==> config.mk <==
export PLATFORM = sky130hd
export DESIGN_NAME = vx_cache_bank_conflict_sched_flat
export DESIGN_NICKNAME = d
export VERILOG_FILES = /design/src/rtl/vx_cache_bank_conflict_sched_pkg.sv /design/src/rtl/vx_cache_bank_conflict_sched_if.sv /design/src/rtl/vx_cache_lane_pick.sv /design/src/rtl/vx_cache_bank_conflict_sched.sv /design/src/flat_wrapper.sv
export SDC_FILE = /design/constraint.sdc
export NUM_CORES = 1
export LEC_CHECK = 0
export CORE_MARGIN = 4
export CORE_UTILIZATION = 44
export CTS_CLUSTER_DIAMETER = 120
export DETAILED_ROUTE_END_ITERATION = 8
export GPL_ROUTABILITY_DRIVEN = 0
export PLACE_DENSITY = 0.82
export SLEW_MARGIN = 15
export SYNTH_ARGS = -nofsm -noshare
export SYNTH_HDL_FRONTEND = slang
export SYNTH_SLANG_ARGS = --single-unit
==> constraint.sdc <==
create_clock -name clk -period 5.1 [get_ports clk]
set_input_delay 1.02 -clock clk [delete_from_list [all_inputs] [get_ports clk]]
set_output_delay 1.02 -clock clk [all_outputs]
set_load 0.01 [all_outputs]
==> src/rtl/vx_cache_bank_conflict_sched_pkg.sv <==
// Shared cache configuration: log2 helpers, bank-select offset,
// lane-index width and the scheduler state type.
package vx_cache_bank_conflict_sched_pkg;

   localparam int DEF_NUM_BANKS      = 4;
   localparam int DEF_NUM_REQUESTS   = 4;
   localparam int DEF_BANK_LINE_SIZE = 16;
   localparam int DEF_WORD_SIZE      = 4;
   localparam int DEF_WORD_ADDR_W    = 30;

   typedef enum logic {
      IDLE,
      DISPATCH
   } state_e;

   function automatic int log2c(input int n);
      int r;
      r = 0;
      for (int i = 0; i < 31; i++) begin
         if ((1 << i) < n) r = i + 1;
      end
      return r;
   endfunction

   function automatic int lane_width(input int n);
      return (n > 1) ? log2c(n) : 1;
   endfunction

   function automatic int bank_ofs(input int line,
                                   input int word);
      return log2c(line / word);
   endfunction

endpackage

==> src/rtl/vx_cache_bank_conflict_sched_if.sv <==
// Core request port and per-bank dispatch port of the
// bank conflict scheduler.
interface vx_cache_bank_conflict_sched_if
   import vx_cache_bank_conflict_sched_pkg::*;
#(
   parameter int NUM_BANKS       = DEF_NUM_BANKS,
   parameter int NUM_REQUESTS    = DEF_NUM_REQUESTS,
   parameter int WORD_ADDR_WIDTH = DEF_WORD_ADDR_W
);
   localparam int LW = lane_width(NUM_REQUESTS);

   logic [NUM_REQUESTS-1:0]                      core_req_valid;
   logic [NUM_REQUESTS-1:0][WORD_ADDR_WIDTH-1:0] core_req_addr;
   logic                                         core_req_ready;

   logic [NUM_BANKS-1:0]                      per_bank_valid;
   logic [NUM_BANKS-1:0][LW-1:0]              per_bank_lane;
   logic [NUM_BANKS-1:0][WORD_ADDR_WIDTH-1:0] per_bank_addr;
   logic [NUM_BANKS-1:0]                      per_bank_ready;

   modport master (
      output core_req_valid,
      output core_req_addr,
      input  core_req_ready,
      input  per_bank_valid,
      input  per_bank_lane,
      input  per_bank_addr,
      output per_bank_ready
   );

   modport slave (
      input  core_req_valid,
      input  core_req_addr,
      output core_req_ready,
      output per_bank_valid,
      output per_bank_lane,
      output per_bank_addr,
      input  per_bank_ready
   );

endinterface

==> src/rtl/vx_cache_lane_pick.sv <==
// Lowest-index priority pick among pending lanes that
// target one bank.
module vx_cache_lane_pick #(
   parameter int N  = 4,
   parameter int LW = 2
) (
   input  logic [N-1:0]  pending,
   input  logic [N-1:0]  match,
   output logic          valid,
   output logic [LW-1:0] lane
);

   logic [N-1:0] req;

   assign req   = pending & match;
   assign valid = |req;

   // Scan downward so the lowest set lane wins.
   always_comb begin
      lane = '0;
      for (int i = N - 1; i >= 0; i--) begin
         if (req[i]) lane = LW'(i);
      end
   end

endmodule

==> src/rtl/vx_cache_bank_conflict_sched.sv <==
// Buffers one multi-lane core request and dispatches its lanes
// to their banks, serializing same-bank lanes lowest first.
module vx_cache_bank_conflict_sched
   import vx_cache_bank_conflict_sched_pkg::*;
#(
   parameter int NUM_BANKS       = DEF_NUM_BANKS,
   parameter int NUM_REQUESTS    = DEF_NUM_REQUESTS,
   parameter int BANK_LINE_SIZE  = DEF_BANK_LINE_SIZE,
   parameter int WORD_SIZE       = DEF_WORD_SIZE,
   parameter int WORD_ADDR_WIDTH = DEF_WORD_ADDR_W
) (
   input  logic  clk,
   input  logic  reset,
   vx_cache_bank_conflict_sched_if.slave bus,
   output logic        busy,
   output logic [31:0] conflict_count
);

   localparam int NB  = NUM_BANKS;
   localparam int NR  = NUM_REQUESTS;
   localparam int AW  = WORD_ADDR_WIDTH;
   localparam int BW  = log2c(NUM_BANKS);
   localparam int LW  = lane_width(NUM_REQUESTS);
   localparam int OFS = bank_ofs(BANK_LINE_SIZE, WORD_SIZE);

   logic [NR-1:0]         pending;
   logic [NR-1:0][AW-1:0] addr_buf;

   logic [NB-1:0][NR-1:0] match;
   logic [NB-1:0]         pick_vld;
   logic [NB-1:0][LW-1:0] pick_idx;
   logic [NR-1:0]         sel_mask;
   logic [NR-1:0]         fired;

   state_e state;
   logic   last;
   logic   accept;
   logic   conflict;

   assign state = (|pending) ? DISPATCH : IDLE;

   always_comb begin
      match = '0;
      for (int b = 0; b < NB; b++) begin
         for (int i = 0; i < NR; i++) begin
            match[b][i] = (addr_buf[i][OFS +: BW] == BW'(b));
         end
      end
   end

   for (genvar b = 0; b < NB; b++) begin : g_pick
      vx_cache_lane_pick #(
         .N  (NR),
         .LW (LW)
      ) u_pick (
         .pending (pending),
         .match   (match[b]),
         .valid   (pick_vld[b]),
         .lane    (pick_idx[b])
      );
   end

   always_comb begin
      bus.per_bank_valid = '0;
      bus.per_bank_lane  = '0;
      bus.per_bank_addr  = '0;
      sel_mask           = '0;
      fired              = '0;
      for (int b = 0; b < NB; b++) begin
         bus.per_bank_valid[b] = pick_vld[b];
         for (int i = 0; i < NR; i++) begin
            if (pick_vld[b] && pick_idx[b] == LW'(i)) begin
               bus.per_bank_lane[b] = LW'(i);
               bus.per_bank_addr[b] = addr_buf[i];
               sel_mask[i]          = 1'b1;
               fired[i]             = bus.per_bank_ready[b];
            end
         end
      end
   end

   // Any pending lane left unselected is blocked by a lower lane
   // on the same bank; ready stalls never leave a lane unselected.
   assign conflict = (state == DISPATCH) &&
                     (|(pending & ~sel_mask));

   assign last = ((pending & ~fired) == '0);
   assign bus.core_req_ready = (state == IDLE) | last;
   assign accept = bus.core_req_ready & (|bus.core_req_valid);
   assign busy   = (state == DISPATCH);

   always_ff @(posedge clk or posedge reset) begin
      if (reset) begin
         pending        <= '0;
         addr_buf       <= '0;
         conflict_count <= '0;
      end else begin
         if (accept) begin
            pending  <= bus.core_req_valid;
            addr_buf <= bus.core_req_addr;
         end else begin
            pending  <= pending & ~fired;
         end
         if (conflict && conflict_count != '1) begin
            conflict_count <= conflict_count + 32'd1;
         end
      end
   end

endmodule

==> src/flat_wrapper.sv <==
// flat-port wrapper written by rule: the top's interface ports become plain ports
module vx_cache_bank_conflict_sched_flat import vx_cache_bank_conflict_sched_pkg::*;
#(
   parameter int NUM_BANKS       = DEF_NUM_BANKS,
   parameter int NUM_REQUESTS    = DEF_NUM_REQUESTS,
   parameter int BANK_LINE_SIZE  = DEF_BANK_LINE_SIZE,
   parameter int WORD_SIZE       = DEF_WORD_SIZE,
   parameter int WORD_ADDR_WIDTH = DEF_WORD_ADDR_W
)
  (clk, reset, busy, conflict_count, bus_core_req_valid, bus_core_req_addr, bus_core_req_ready, bus_per_bank_valid, bus_per_bank_lane, bus_per_bank_addr, bus_per_bank_ready);
  vx_cache_bank_conflict_sched_if #(.NUM_BANKS(NUM_BANKS), .NUM_REQUESTS(NUM_REQUESTS), .WORD_ADDR_WIDTH(WORD_ADDR_WIDTH)) bus_i ();
  input  logic clk;
  input  logic reset;
  output logic busy;
  output logic [31:0] conflict_count;
  input wire logic [$bits(bus_i.core_req_valid)-1:0] bus_core_req_valid;
  input wire logic [$bits(bus_i.core_req_addr)-1:0] bus_core_req_addr;
  output wire logic [$bits(bus_i.core_req_ready)-1:0] bus_core_req_ready;
  output wire logic [$bits(bus_i.per_bank_valid)-1:0] bus_per_bank_valid;
  output wire logic [$bits(bus_i.per_bank_lane)-1:0] bus_per_bank_lane;
  output wire logic [$bits(bus_i.per_bank_addr)-1:0] bus_per_bank_addr;
  input wire logic [$bits(bus_i.per_bank_ready)-1:0] bus_per_bank_ready;
  assign bus_i.core_req_valid = bus_core_req_valid;
  assign bus_i.core_req_addr = bus_core_req_addr;
  assign bus_core_req_ready = bus_i.core_req_ready;
  assign bus_per_bank_valid = bus_i.per_bank_valid;
  assign bus_per_bank_lane = bus_i.per_bank_lane;
  assign bus_per_bank_addr = bus_i.per_bank_addr;
  assign bus_i.per_bank_ready = bus_per_bank_ready;
  vx_cache_bank_conflict_sched #(.NUM_BANKS(NUM_BANKS), .NUM_REQUESTS(NUM_REQUESTS), .BANK_LINE_SIZE(BANK_LINE_SIZE), .WORD_SIZE(WORD_SIZE), .WORD_ADDR_WIDTH(WORD_ADDR_WIDTH)) u_core (.clk(clk), .reset(reset), .bus(bus_i), .busy(busy), .conflict_count(conflict_count));
endmodule
==> qor.txt, run 1 <==
Vias/cell: 6.59
#FFs+latches synth: 156
nature of the critical path endpoint: output port
Design Area, Final: 0.0138 sq mm
syn avg cell area: 10.1 sq um
drt wl/cell: 24.8 um
LEAKAGE: 5.67 nW
full die area: 0.0255 sq mm
max cap viols: 0
Cell variety after synth: 60
most common cell after layout, fill and taps aside: clkdlybuf4s50_1
status: completed
total CTS buffers: 17
critical path launch point type: flop
most frequent cells in the layout: clkdlybuf4s50_1 (291), dfrtp_1 (156), a22oi_1 (154)
clk slew on worst S/H paths: 0.07 ns
I/O Pins: 296
Max Freq: 218 MHz
Core ar.: 0.0226 sq mm
Post-synth EDFFs: 0
CP required: 4.08 ns
Max Root-Sink Buffers: 2
WS Path Type: flop to output port
Hold Path Class: flop to flop
Worst-Skew Late Latency: 0.43 ns
worst vdd ir: 524 uV
area leader, netlist: dfrtp_1
slew of the pin with the lowest slew margin: 1.07 ns
CTS Sinks: 156
pwr/cell area: 780 mW/mm^2
initial core utilization: 44.7%
Slew Viols, Final: 0
Post-Syn Area: 0.0101 sq mm
Area Overhead vs Synth: 36.1%
share of cells above drive strength 1: 15.2%
FILL cells: 1807
Final Critical Period: 4.59 ns
ranking of synthesized cells by area: dfrtp_1 (39%), mux2_4 (13%), a22oi_1 (11%), o21ai_0 (4.5%), nor2_1 (2.5%)
Main synth FF type: dfrtp_1
crit-path max FO: 37
PortBufs: 291
synth warn: 0
fraction of registers with async set/reset: 100%
chip height: 160 um
Post-Syn Instances: 1005
post-CTS sizing: 0
area share of the leading cell type in the synthesized netlist: 38.6%
critical path arrival: 3.57 ns
vias in the first global route: 10100
TNS Setup: 0 ns
DRT Wirelength: 38200 um
H-tree lvl count: 4
initial antenna violation count: 4
die width: 160 um
FP Rows: 55
setup violators final: 0
number of iterations in the first detailed-routing pass: 7
Seq/Total Area, Yosys: 38.6%
total gr overflow: 0
gr usage total: 29.0%
Layout Nets: 1368
Setup Skew: 0.0137 ns
Max-slew headroom: 28.3%
Root Buffer: clkbuf_16
largest net degree at the start of global routing: 133
Setup Buffers After CTS: 0
Fin. Hold Viols: 0
DR vias: 10100
CTS Hold Bufs: 0
Antenna Nets Post-Route: 0
first-pass GRT wire length: 59200 um
period utilization: 90.0%
initial DRC count: 1184
Area after DPL: 0.0132 sq mm
Residual DRC: 0
dpl hpwl: 25600 um
CTS tree: done
RSZ-0062 raised after global routing: false
-- cell families after synthesis --
kind of cell	count (synthesis)	share of synthesized area [%]
flops	156	38.6
simple gates	234	12.0
mux	124	17.2
xor+xnor	31	2.68
buf+inv	105	5.13
other cells	1	0.0370
fa+ha+maj	1	0.124
compound gates	353	24.3
-- worst paths after layout --
path,end,cells after the start,slack (ns),start
max,bus_per_bank_addr[19],8,0.51,u_core.addr_buf[3]
min,u_core.conflict_count[20],1,0.49,u_core.conflict_count[20]
max reg2reg,u_core.addr_buf[71],7,1.30,u_core.pending[3]
min reg2reg,u_core.conflict_count[20],1,0.49,u_core.conflict_count[20]
max in group asynchronous,u_core.pending[3],3,2.93,reset
min in group asynchronous,u_core.conflict_count[20],2,1.00,reset
-- worst max-delay path, cell delays in order, from the launching register on --
cell,delay (ns)
dfrtp_1,0.54
nor3b_4,0.24
buf_4,0.28
buf_4,0.47
nor2_1,0.18
o21ai_0,0.47
a21oi_1,0.07
o21ai_0,0.24
clkdlybuf4s50_1,0.63
-- sequential cells by signal (all words and copies together), names as in the netlist --
name                   count
u_core.conflict_count     32
u_core.addr_buf          120
u_core.pending             4
-- per-layer routing --
metal  vias to the layer above  GRT usage, %  share of wire [%]
li1                       4304             -                  -
met1                      4915          37.2                 38
met2                       777          46.1                 46
met3                       144          7.77                 10
met4                         2          13.5                5.1
met5                         -             0              0.037
-- synth_stat cells (4+ instances only) --
| cell | count |
|---|---|
| buf_6 | 11 |
| nor4_1 | 16 |
| mux2_1 | 12 |
| mux2_2 | 21 |
| and3_1 | 8 |
| buf_1 | 8 |
| nand2_1 | 47 |
| o22ai_1 | 22 |
| a2bb2oi_1 | 22 |
| a221o_1 | 8 |
| buf_4 | 9 |
| buf_2 | 7 |
| o21ai_0 | 92 |
| xor2_1 | 28 |
| nand3b_1 | 4 |
| a22oi_1 | 154 |
| nor2_1 | 67 |
| a211o_1 | 5 |
| dfrtp_1 | 156 |
| mux2_4 | 90 |
| nand3_1 | 23 |
| a22o_1 | 22 |
| clkbuf_1 | 66 |
| nor3_1 | 20 |
| nand4_1 | 12 |
| nor2b_1 | 7 |
| a21oi_1 | 16 |
| and3b_1 | 6 |
-- metrics by stage --
stage	worst slack (ns)	instances	hold slack [ns]	power (W)	utilization (%)
2_1_floorplan	2.00	1008	0.515	0.00649	-
3_3_place_gp	1.10	1503	0.478	0.00922	58.3
3_5_place_dp	1.02	1503	0.477	0.00935	58.3
4_1_cts	0.561	1535	0.493	0.0107	60.8
5_1_grt	0.354	1538	0.512	0.0113	60.9
6_report	0.508	1539	0.489	0.0108	60.9
-- where the power goes --
group / switching (W) / internal, W
sequential: 0.000871 / 0.00180
clock: 0.000574 / 0.000695
combinational: 0.00323 / 0.00358
-- final cells by class --
cell class / count / area (sq um) / area share [%]
tap: 285 / 357 / 2.59
clock inverter: 14 / 138 / 0.998
multi-input combinational: 747 / 5820 / 42.2
inverter: 4 / 18.8 / 0.136
antenna: 4 / 10.0 / 0.0726
clock buffer: 18 / 439 / 3.19
sequential: 156 / 3900 / 28.3
timing repair buffer: 311 / 3100 / 22.5
Note: power is estimated with default switching activity, not from simulation.
==> run 2, diff against run 1 <==
Settings changed: CORE_UTILIZATION 44 to 49, CTS_CLUSTER_SIZE set to 12, PLACE_DENSITY 0.82 to 0.86.
Clock period 5.1 ns to 4.9 ns, I/O delays scaled along.
==> run 2 against run 1 <==
Register-to-register slack worse by 0.16 ns; power up 3.2%; non-clock buffer count up 1.
==> qor.txt, run 2 (same netlist as run 1, synthesis figures left out) <==
status: completed
Antenna Nets Post-Route: 0 (unchanged)
full die area: 0.0230 sq mm (-9.7%)
initial antenna violation count: 2 (-2)
Max-slew headroom: 26.9% (-1.4 points)
sequential share of power: 24.9% (about the same)
CTS tree: done
TNS Setup: 0 ns (unchanged)
number of iterations in the first detailed-routing pass: 8 (+1)
Root Buffer: clkbuf_16
FP Rows: 52 (-5.5%)
max FFs per register: 120 (unchanged)
Max Root-Sink Buffers: 2 (unchanged)
Hold Path Class: flop to flop
max cap viols: 0 (unchanged)
slew of the pin with the lowest slew margin: 1.09 ns (+0.0222 ns)
drt wl/cell: 24.3 um (-2.1%)
Fin. Hold Viols: 0 (unchanged)
R2R Setup Slk: 1.14 ns (-0.16 ns)
Slew Viols, Final: 0 (unchanged)
Residual DRC: 0 (unchanged)
initial core utilization: 49.9% (+5.2 points)
crit-path max FO: 23 (-38%)
Layout Nets: 1369 (+0.073%)
total gr overflow: 0 (unchanged)
H-tree lvl count: 4 (unchanged)
period utilization: 92.8%
Worst-Skew Late Latency: 0.43 ns (about the same)
most frequent cells in the layout: clkdlybuf4s50_1 (291), dfrtp_1 (156), a22oi_1 (154)
PortBufs: 291 (unchanged)
largest net degree at the start of global routing: 157 (+18%)
Setup Skew: 0.0107 ns (-0.00295 ns)
dpl hpwl: 24500 um (-4.4%)
I/O Pins: 296 (unchanged)
WS Path Type: flop to output port
RSZ-0062 raised after global routing: false
Core ar.: 0.0203 sq mm (-10%)
vias in the first global route: 9753 (-3.3%)
gr usage total: 31.2% (+2.2 points)
Final Critical Period: 4.55 ns
die width: 152 um (-5.0%)
crit path launch: u_core.addr_buf[3]
nature of the critical path endpoint: output port
pwr/cell area: 808 mW/mm^2 (+3.6%)
initial DRC count: 1143 (-3.5%)
critical path launch point type: flop
clk slew on worst S/H paths: 0.07 ns (about the same)
first-pass GRT wire length: 55600 um (-6.0%)
Core Util, Final: 67.6% (+6.7 points)
post-CTS sizing: 0 (unchanged)
Pint: 0.00629 W (+3.5%)
CTS Hold Bufs: 0 (unchanged)
DRT Wirelength: 37100 um (-3.0%)
DR vias: 10100 (-0.85%)
chip height: 152 um (-5.0%)
critical path arrival: 3.57 ns (about the same)
Vias/cell: 6.59 (about the same)
CP required: 3.92 ns (-0.16 ns)
Area Overhead vs Synth: 35.6%
CTS Sinks: 156 (unchanged)
total CTS buffers: 17 (unchanged)
most common cell after layout, fill and taps aside: clkdlybuf4s50_1
Max Freq: 220 MHz
combinational share of power: 63.7% (+0.4 points)
Net Sw Power: 0.00480 W (+2.7%)
worst vdd ir: 664 uV (+27%)
switch share: 43.3% (-0.18 points)
share of cells above drive strength 1: 15.2% (about the same)
Setup Buffers After CTS: 0 (unchanged)
Register-to-Register Path Depth: 7 (unchanged)
setup violators final: 0 (unchanged)
RR Endpoint: u_core.addr_buf[27]
LEAKAGE: 5.65 nW (-0.34%)
Clock Power Share: 11.4% (-0.4 points)
Largest regs: u_core.addr_buf x120, u_core.conflict_count x32, u_core.pending x4
Top reg by flops: u_core.addr_buf
R2R Path Start: u_core.addr_buf[3]
Worst Setup EP: bus_per_bank_addr[22]
run 2: cell count changes in the layout (fill, tap and decap cells not counted):
cell        before  now
bufinv_16        1    0
inv_6            3    5
clkinvlp_4       5    6
clkinv_4         4    3
inv_8            1    0
a211oi_4         1    0
buf_12           3    2
clkbuf_1         0    1
buf_4           17   19
clkinv_2         1    0
a211oi_2         0    1
run 2: cell type report:
type	count	area (sq um)
Fill cell	1511	6570
Multi-Input combinational cell	747	5810
Sequential cell	156	3900
Timing Repair Buffer	312	3100
Clock buffer	19	443
Tap cell	270	338
Clock inverter	13	108
Inverter	4	18.8
Antenna cell	4	10.0
run 2: worst min-delay path by stage:
stage	startpoint	depth (start not counted)	slack, ns	end
2_1_floorplan	u_core.conflict_count[10]	1	0.51	u_core.conflict_count[10]
3_3_place_gp	u_core.conflict_count[10]	1	0.47	u_core.conflict_count[10]
3_5_place_dp	u_core.conflict_count[13]	1	0.47	u_core.conflict_count[13]
4_1_cts	u_core.conflict_count[13]	1	0.49	u_core.conflict_count[13]
5_1_grt	u_core.conflict_count[13]	1	0.51	u_core.conflict_count[13]
6_report	u_core.conflict_count[13]	1	0.48	u_core.conflict_count[13]
run 2: power groups by stage:
stage | registers, W | clock network [W] | logic [W]
detailed placement | 0.00272 | 0 | 0.00692
finish | 0.00277 | 0.00127 | 0.00706
CTS | 0.00271 | 0.00127 | 0.00698
global placement | 0.00269 | 0 | 0.00681
global route | 0.00284 | 0.00133 | 0.00744
floorplan | 0.00242 | 0 | 0.00433
run 2: critical path, cell delays in order (launching register included):
cell	delay, ns
dfrtp_1	0.50
nor3b_4	0.89
nor2_1	0.25
o21ai_0	0.48
a21oi_1	0.08
o21ai_0	0.30
clkdlybuf4s50_1	0.63
run 2: per-layer routing:
metal / up-vias / routed length [um] / track usage [%]
met5: - / 0 / 0
met4: 0 / 1970 / 17.5
met1: 4833 / 14600 / 42.4
met2: 763 / 16600 / 45.7
met3: 150 / 3980 / 7.58
li1: 4310 / - / -
run 2: per-stage QoR:
stage                     power, W  setup WS, ns  hold slack, ns  instance area, sq um  std cells
after floorplan            0.00675          1.84           0.515                 10100       1008
final                       0.0111         0.354           0.485                 13700       1525
after global routing        0.0116         0.172           0.511                 13700       1523
after global placement     0.00950         0.943           0.475                 13200       1489
after detailed placement   0.00964         0.891           0.475                 13200       1489
after CTS                   0.0110         0.395           0.487                 13700       1521
